### config.mk
export PLATFORM = sky130hd
export DESIGN_NAME = seq_detect_prog
export DESIGN_NICKNAME = d
export VERILOG_FILES = /design/src/rtl/seq_detect_prog.sv
export SDC_FILE = /design/constraint.sdc
export NUM_CORES = 1
export LEC_CHECK = 0
export CELL_PAD_IN_SITES_DETAIL_PLACEMENT = 0
export CELL_PAD_IN_SITES_GLOBAL_PLACEMENT = 1
export CORE_ASPECT_RATIO = 1.4
export CORE_MARGIN = 3
export CORE_UTILIZATION = 48
export DETAILED_ROUTE_END_ITERATION = 16
export DONT_BUFFER_PORTS = 1
export PLACE_DENSITY = 0.88
export SYNTH_ARGS = -nofsm -noshare
export SYNTH_HDL_FRONTEND = slang
export SYNTH_SLANG_ARGS = --single-unit
### constraint.sdc
create_clock -name clk -period 2.8 [get_ports clk]
set_input_delay 0.7 -clock clk [delete_from_list [all_inputs] [get_ports clk]]
set_output_delay 0.7 -clock clk [all_outputs]
set_load 0.02 [all_outputs]
### src/rtl/seq_detect_prog.sv
// Programmable serial pattern detector: matches a runtime-loaded 1..MAX_LEN bit
// pattern on a qualified serial stream, with overlap control and a saturating match counter.
module seq_detect_prog #(
    parameter int MAX_LEN = 8,
    parameter int CNT_W   = 8,
    localparam int LEN_W  = $clog2(MAX_LEN + 1)
) (
    input  logic               clk,
    input  logic               rst,
    input  logic               load,
    input  logic [MAX_LEN-1:0] pat_i,
    input  logic [LEN_W-1:0]   len_i,
    input  logic               overlap_i,
    input  logic               din_valid,
    input  logic               din,
    input  logic               clr,
    output logic               dout,
    output logic [CNT_W-1:0]   match_cnt,
    output logic               cnt_sat,
    output logic               cfg_err,
    output logic               running
);

    typedef enum logic {IDLE, RUN} state_e;

    localparam logic [LEN_W-1:0] MAX_LEN_V = LEN_W'(MAX_LEN);
    localparam logic [CNT_W-1:0] CNT_MAX   = '1;

    state_e             state_q, state_d;
    logic [MAX_LEN-1:0] pat_q, pat_d;
    logic [LEN_W-1:0]   len_q, len_d;
    logic               ovl_q, ovl_d;
    logic [MAX_LEN-1:0] hist_q, hist_d;
    logic [LEN_W-1:0]   fill_q, fill_d;
    logic               dout_q, dout_d;
    logic [CNT_W-1:0]   cnt_q, cnt_d;
    logic               sat_q, sat_d;
    logic               err_q, err_d;

    logic [MAX_LEN-1:0] hist_n;
    logic [LEN_W-1:0]   fill_n;
    logic [MAX_LEN-1:0] len_mask;
    logic               hit;
    logic               len_ok;

    assign hist_n = {hist_q[MAX_LEN-2:0], din};
    assign fill_n = (fill_q == MAX_LEN_V) ? fill_q : fill_q + 1'b1;
    assign len_ok = (len_i != '0) && (len_i <= MAX_LEN_V);

    // Only the newest len_q history bits take part in the compare.
    always_comb begin
        for (int i = 0; i < MAX_LEN; i++) begin
            len_mask[i] = (LEN_W'(i) < len_q);
        end
    end

    assign hit = (fill_n >= len_q) && (((hist_n ^ pat_q) & len_mask) == '0);

    // NOTE: every variable gets its default first so no path leaves one unassigned (no latch).
    always_comb begin
        state_d = state_q;
        pat_d   = pat_q;
        len_d   = len_q;
        ovl_d   = ovl_q;
        hist_d  = hist_q;
        fill_d  = fill_q;
        err_d   = err_q;
        dout_d  = 1'b0;
        cnt_d   = clr ? '0 : cnt_q;
        sat_d   = clr ? 1'b0 : sat_q;

        if (load) begin
            pat_d   = pat_i;
            len_d   = len_i;
            ovl_d   = overlap_i;
            hist_d  = '0;
            fill_d  = '0;
            state_d = len_ok ? RUN : IDLE;
            err_d   = !len_ok;
        end else if (state_q == RUN && din_valid) begin
            hist_d = hist_n;
            fill_d = fill_n;
            if (hit) begin
                dout_d = 1'b1;
                // Non-overlap: the next match must be built from len fresh bits.
                if (!ovl_q) fill_d = '0;
                if (cnt_d == CNT_MAX) sat_d = 1'b1;
                else                  cnt_d = cnt_d + 1'b1;
            end
        end
    end

    // NOTE: sequential state uses non-blocking assignments so all registers update together.
    always_ff @(posedge clk or posedge rst) begin
        if (rst) begin
            state_q <= IDLE;
            pat_q   <= '0;
            len_q   <= '0;
            ovl_q   <= 1'b0;
            hist_q  <= '0;
            fill_q  <= '0;
            dout_q  <= 1'b0;
            cnt_q   <= '0;
            sat_q   <= 1'b0;
            err_q   <= 1'b0;
        end else begin
            state_q <= state_d;
            pat_q   <= pat_d;
            len_q   <= len_d;
            ovl_q   <= ovl_d;
            hist_q  <= hist_d;
            fill_q  <= fill_d;
            dout_q  <= dout_d;
            cnt_q   <= cnt_d;
            sat_q   <= sat_d;
            err_q   <= err_d;
        end
    end

    assign dout      = dout_q;
    assign match_cnt = cnt_q;
    assign cnt_sat   = sat_q;
    assign cfg_err   = err_q;
    assign running   = (state_q == RUN);

endmodule

# Yosys cells after proc, flatten, opt, wreduce, memory -nomap -nowiden
# Index checks and enable logic that the tools add are counted.
# classes
n_shift,0
eq_ne,2
reduce_logical,7
multipliers,0
n_addsub,2
bitwise_logic,2
magnitude_cmp,10
div_mod_pow,0
mux,21
# ops
operator,count
$mux W8,5
$mux W4,5
$lt A3 B4 Y1 const A,4
$mux W7,2
$mux W1,9
$add A8 B1 Y8 const B,1
$and A8 B8 Y8,1
$eq A8 B8 Y1 const B,1
$logic_not A8 Y1,1
$lt A1 B4 Y1 const A,2
$lt A2 B4 Y1 const A,2
$xor A8 B8 Y8,1
$add A4 B1 Y4 const B,1
$eq A4 B4 Y1 const B,1
$ge A4 B4 Y1,1
$le A4 B4 Y1 const B,1
$reduce_bool A4 Y1,1
$logic_and A1 B1 Y1,3
$reduce_bool A2 Y1,1
$logic_not A1 Y1,1
# totals
rom_bits,0
out_inout_bits,12
latchBits,0
ram_bits,0
mem_count,0
input_bits,19
wordCells,54
ff_bits,36

# Longest topological paths before layout
# logic_depth
ltp_word,7
depth_mapped,13
mapped_depth_nobuf,12

# Worst setup path after synthesis
# Ideal clock, no wire load.
# synth_timing
path_type,register to register
start,register fill_q[0]
end,register cnt_q[7] (netlist: match_cnt[7])
setup_time_ps,127
required_time_ps,2673
synth_period_minus_slack_ps,2608
n_path_buf,1
t_arrival_ps,2480
stages_incl_launch_ff,14
setup_slack_ps,192
path_cell_list,dfrtp_1 inv_1 ha_1 nand2_1 nor2_1 xnor2_1 ha_1 nand2b_1 a2111oi_0 a21oi_1 and4_1 buf_4 and3_1 mux2_1
# synth_via
elab_chain_len,7
elab_cells_between_ends,8
classes_between,add/sub (1); order compare (1); eq/ne (1); mux (4); reduce/logical (1)
# synth_lines
element,line,source
start: declaration,34,"logic [LEN_W-1:0] fill_q, fill_d;"
start signal: assignment,112,fill_q <= fill_d;
$add A4 B1 Y4 / $eq A4 B4 Y1 (equally long branches),47,assign fill_n = (fill_q == MAX_LEN_V) ? fill_q : fill_q + 1'b1;
$mux W4 *,47,
$ge A4 B4 Y1 *,57,assign hit = (fill_n >= len_q) && (((hist_n ^ pat_q) & len_mask) == '0);
$logic_and A1 B1 Y1 *,57,
$mux W8 *,83,if (hit) begin
$mux W8 *,80,end else if (state_q == RUN && din_valid) begin
$mux W8 *,72,if (load) begin
named net cnt_d[7],36,"logic [CNT_W-1:0] cnt_q, cnt_d;"
end signal: assignment,114,cnt_q <= cnt_d;
end: declaration,36,
# The timed path passes the listed nets; every way through them passes the cells marked *.
# A chain may end at the register's enable or synchronous reset.

# Worst setup path in the final report
# layout_timing
start,register fill_q[0]
end,register cnt_q[1] (netlist: match_cnt[1])
# The elaborated chain is that of the path after synthesis.

==> impl_metrics.csv <==
group,metric,value,unit
clock_tree,numCtsBuffers,5,
synthesis,synth-seq-cells,36,
pwr,pwr-share-seq,48.3,%
critical_path,r2r_start,"fill_q[0]",
die,rows,26,
timing,finClkSkew,0.00967,ns
clock_tree,cts_root_buffer,"clkbuf_8",
critical_path,startpoint,"fill_q[0]",
clock_tree,path_clk_slew,0.07,ns
timing,slew_violations,0,
die,coreArea,3710,sq um
critical_path,critPathCaptureType,"flip-flop",
run_status,outcome,"finished, final reports clean",
synthesis,synth_top_cells_by_area,"dfrtp_1 48%, mux2_2 6.0%, ha_1 4.7%, nand2_1 4.4%, xnor2_1 4.2%",
routing,dr.pass1.iters,4,
synthesis,synth.most_common_cell,"dfrtp_1",
routing,drt-total-wl,3.92,mm
grt,grt-ovfl-total,0,
synthesis,yosysTopAreaCell,"dfrtp_1",
grt,grt_use_total,17.7,%
clock_tree,clock-sinks,36,
critical_path,critPathMaxFanout,11,
critical_path,critical_path.startpoint_type,"flip-flop",
pwr,pwr-share-clk,41.2,%
place,globalplace.congestion,0.846,
routing,viasPerCell,6.00,
synthesis,synth_cell_types,36,
pwr,total_power,1190,uW
die,fp.dieArea,4690,sq um
synthesis,syn_area,1870,sq um
critical_path,arrival,2.88,ns
synthesis,synth_top_area_share,48.2,%
routing,ant_nets,0,
critical_path,crit_path_end,"match_cnt[1]",
pwr,irDropWorstVdd,0.000532,V
synthesis,syn-instance-count,184,
synthesis,syn_nets,210,
grt,grt_pass1_vias,1407,
timing,finalCriticalPeriod,2.71,ns
die,die_y,79.8,um
clock_tree,cts_setup_buffers,0,
cells_and_area,fin_util,55.6,%
pwr,combinationalPowerShare,10.5,%
cells_and_area,syn_to_final_growth,10.3,%
cells_and_area,finalNetCount,213,
routing,drc,0,
place,dp_hpwl,2.89,mm
timing,fin_crit_sh,96.8,%
place,placed_area,1910,sq um
die,io_pins,31,
routing,first_iter_violations,87,
synthesis,synth_enable_flop_cells,0,
cells_and_area,fill_cells,334,
cells_and_area,final_cell_area,2060,sq um
clock_tree,cts_tree,"built",
synthesis,ys_warn_count,0,
synthesis,synth_flop_cell,"dfrtp_1",
synthesis,synth_common_cells,"36 x dfrtp_1, 22 x nand2_1, 11 x a21oi_1, 11 x inv_1, 10 x mux2_2",
synthesis,seq_area_frac_synth,48.2,%
timing,hold_viol_final,0,
synthesis,avgSynthCellArea,10.2,sq um
grt,grt_max_degree,33,
cells_and_area,drive_above_1_share,12.2,%
critical_path,crit_type,"reg -> reg",
critical_path,r2r_slack,0.09,ns
pwr,p_per_area,576,nW/um^2
critical_path,rr_worst_depth,12,
synthesis,ys_async_sr_fraction,100,%
die,start_util,50.4,%
clock_tree,clk_latency,0.29,ns
place,portBuffers,0,
grt,grt_pass1_wl,6.31,mm
pwr,p_sw_share,22.5,%
critical_path,reg2reg_to,"match_cnt[1]",
cells_and_area,antenna_cells,0,
die,die-width,58.7,um
routing,wire_per_inst,17.1,um
clock_tree,cts_max_level,2,
timing,setup-violations-final,0,
pwr,p_int,921,uW
timing,relSlewSlack,53.9,%
critical_path,cp.required,2.97,ns
flow_run,maxCapViolCount,0,
timing,max_freq,369,MHz
pwr,p_leak,0.000918,uW
timing,worst_pin_slew,0.691,ns
grt,antenna_found_initial,0,
timing,whs,0.397,ns
hold_path,hold_class,"in -> async",
pwr,switchingPower,267,uW
clock_tree,clockBufferDepth,2,
routing,via_count,1379,
==> per-layer routing <==
layer / vias up / part of all wire, % / GRT usage (%)
met5: - / 0 / 0
met4: 0 / 2.3 / 7.26
met3: 12 / 5.8 / 4.37
met2: 47 / 56 / 33.7
met1: 675 / 36 / 17.4
li1: 645 / - / -
==> worst max-delay path: stages (launching register included) <==
cell and delay, ns:
dfrtp_1 0.41, inv_1 0.11, ha_1 0.15, nand2_1 0.07, nor2_1 0.13, xnor2_1 0.15
ha_1 0.25, nand2b_1 0.19, a2111oi_4 0.34, a21oi_1 0.08, and4_4 0.22, and3_1 0.18
mux2_1 0.31
==> through the flow <==
stage | setup WS [ns] | setup TNS (ns) | cells
2_1_floorplan | 0.192 | 0 | 184
3_3_place_gp | 0.116 | 0 | 222
3_5_place_dp | -0.0215 | -0.0215 | 222
4_1_cts | 0.0797 | 0 | 230
5_1_grt | -0.0245 | -0.0245 | 230
6_report | 0.0901 | 0 | 230
==> kinds of logic (layout without fill, tap and decap cells) <==
kind of cell    after synthesis  in the layout  synth area share [%]
simple gates                 61             61                  16.7
flops                        36             36                  48.2
compound gates               35             35                  12.2
buf+inv                      18             22                  3.82
xor+xnor                     14             14                  6.56
mux                          13             13                  7.83
fa+ha+maj                     7              7                  4.69
==> registers in the layout (all words and copies together) (netlist names) <==
signal / cells
cfg_err: 1
cnt_sat: 1
dout: 1
fill_q: 4
hist_q: 7
len_q: 4
match_cnt: 8
ovl_q: 1
pat_q: 8
running: 1
==> how the worst min path moves through the flow <==
stage / endpoint / cells past startpoint / slack [ns] / startpoint
final: running / 1 / 0.40 / rst
after global routing: ovl_q / 1 / 0.45 / rst
after floorplan: ovl_q / 1 / 0.47 / ovl_q
after global placement: ovl_q / 1 / 0.49 / ovl_q
after detailed placement: ovl_q / 1 / 0.49 / ovl_q
after CTS: running / 1 / 0.43 / rst
==> power groups by stage <==
stage / Clock, uW / Combinational [uW] / Sequential [uW]
after detailed placement: 0 / 110 / 583
final: 489 / 125 / 574
after floorplan: 0 / 93.6 / 575
after CTS: 501 / 113 / 573
after global placement: 0 / 105 / 582
after global routing: 524 / 137 / 576
==> cell type report <==
class	count	area (sq um)	share of cell area, %
multi-input combinational	130	918	44.5
sequential	36	901	43.7
clock buffer	7	96.3	4.67
tap	42	52.6	2.55
inverter	11	41.3	2.00
clock inverter	1	30.0	1.46
timing repair buffer	3	22.5	1.09
==> what timing repair did <==
action | in CTS | in global routing
hold buffers | 0 | 0
hold endpoints to repair | 0 | 0
gates resized for setup | 3 | 2
setup endpoints to repair | 3 | 5
pin swaps | 0 | 1
==> cell usage in the layout (no fill, tap or decap), drive strengths merged, types with 2 or more instances in the layout <==
| cell | synthesis | routed |
|---|---|---|
| o22ai | 3 | 3 |
| nor2 | 7 | 7 |
| o21a | 2 | 2 |
| xnor2 | 9 | 9 |
| nor3 | 5 | 5 |
| mux2 | 13 | 13 |
| buf | 3 | 3 |
| and4 | 4 | 4 |
| clkbuf | 4 | 7 |
| a32o | 3 | 3 |
| o211ai | 2 | 2 |
| o21ai | 6 | 6 |
| dfrtp | 36 | 36 |
| nand3 | 4 | 4 |
| and3 | 4 | 4 |
| inv | 11 | 11 |
| nand2 | 22 | 22 |
| ha | 7 | 7 |
| nor2b | 7 | 7 |
| a31oi | 2 | 2 |
| nand2b | 3 | 3 |
| xor2 | 5 | 5 |
| a21oi | 11 | 11 |
Power figures use the tool's default switching activity.
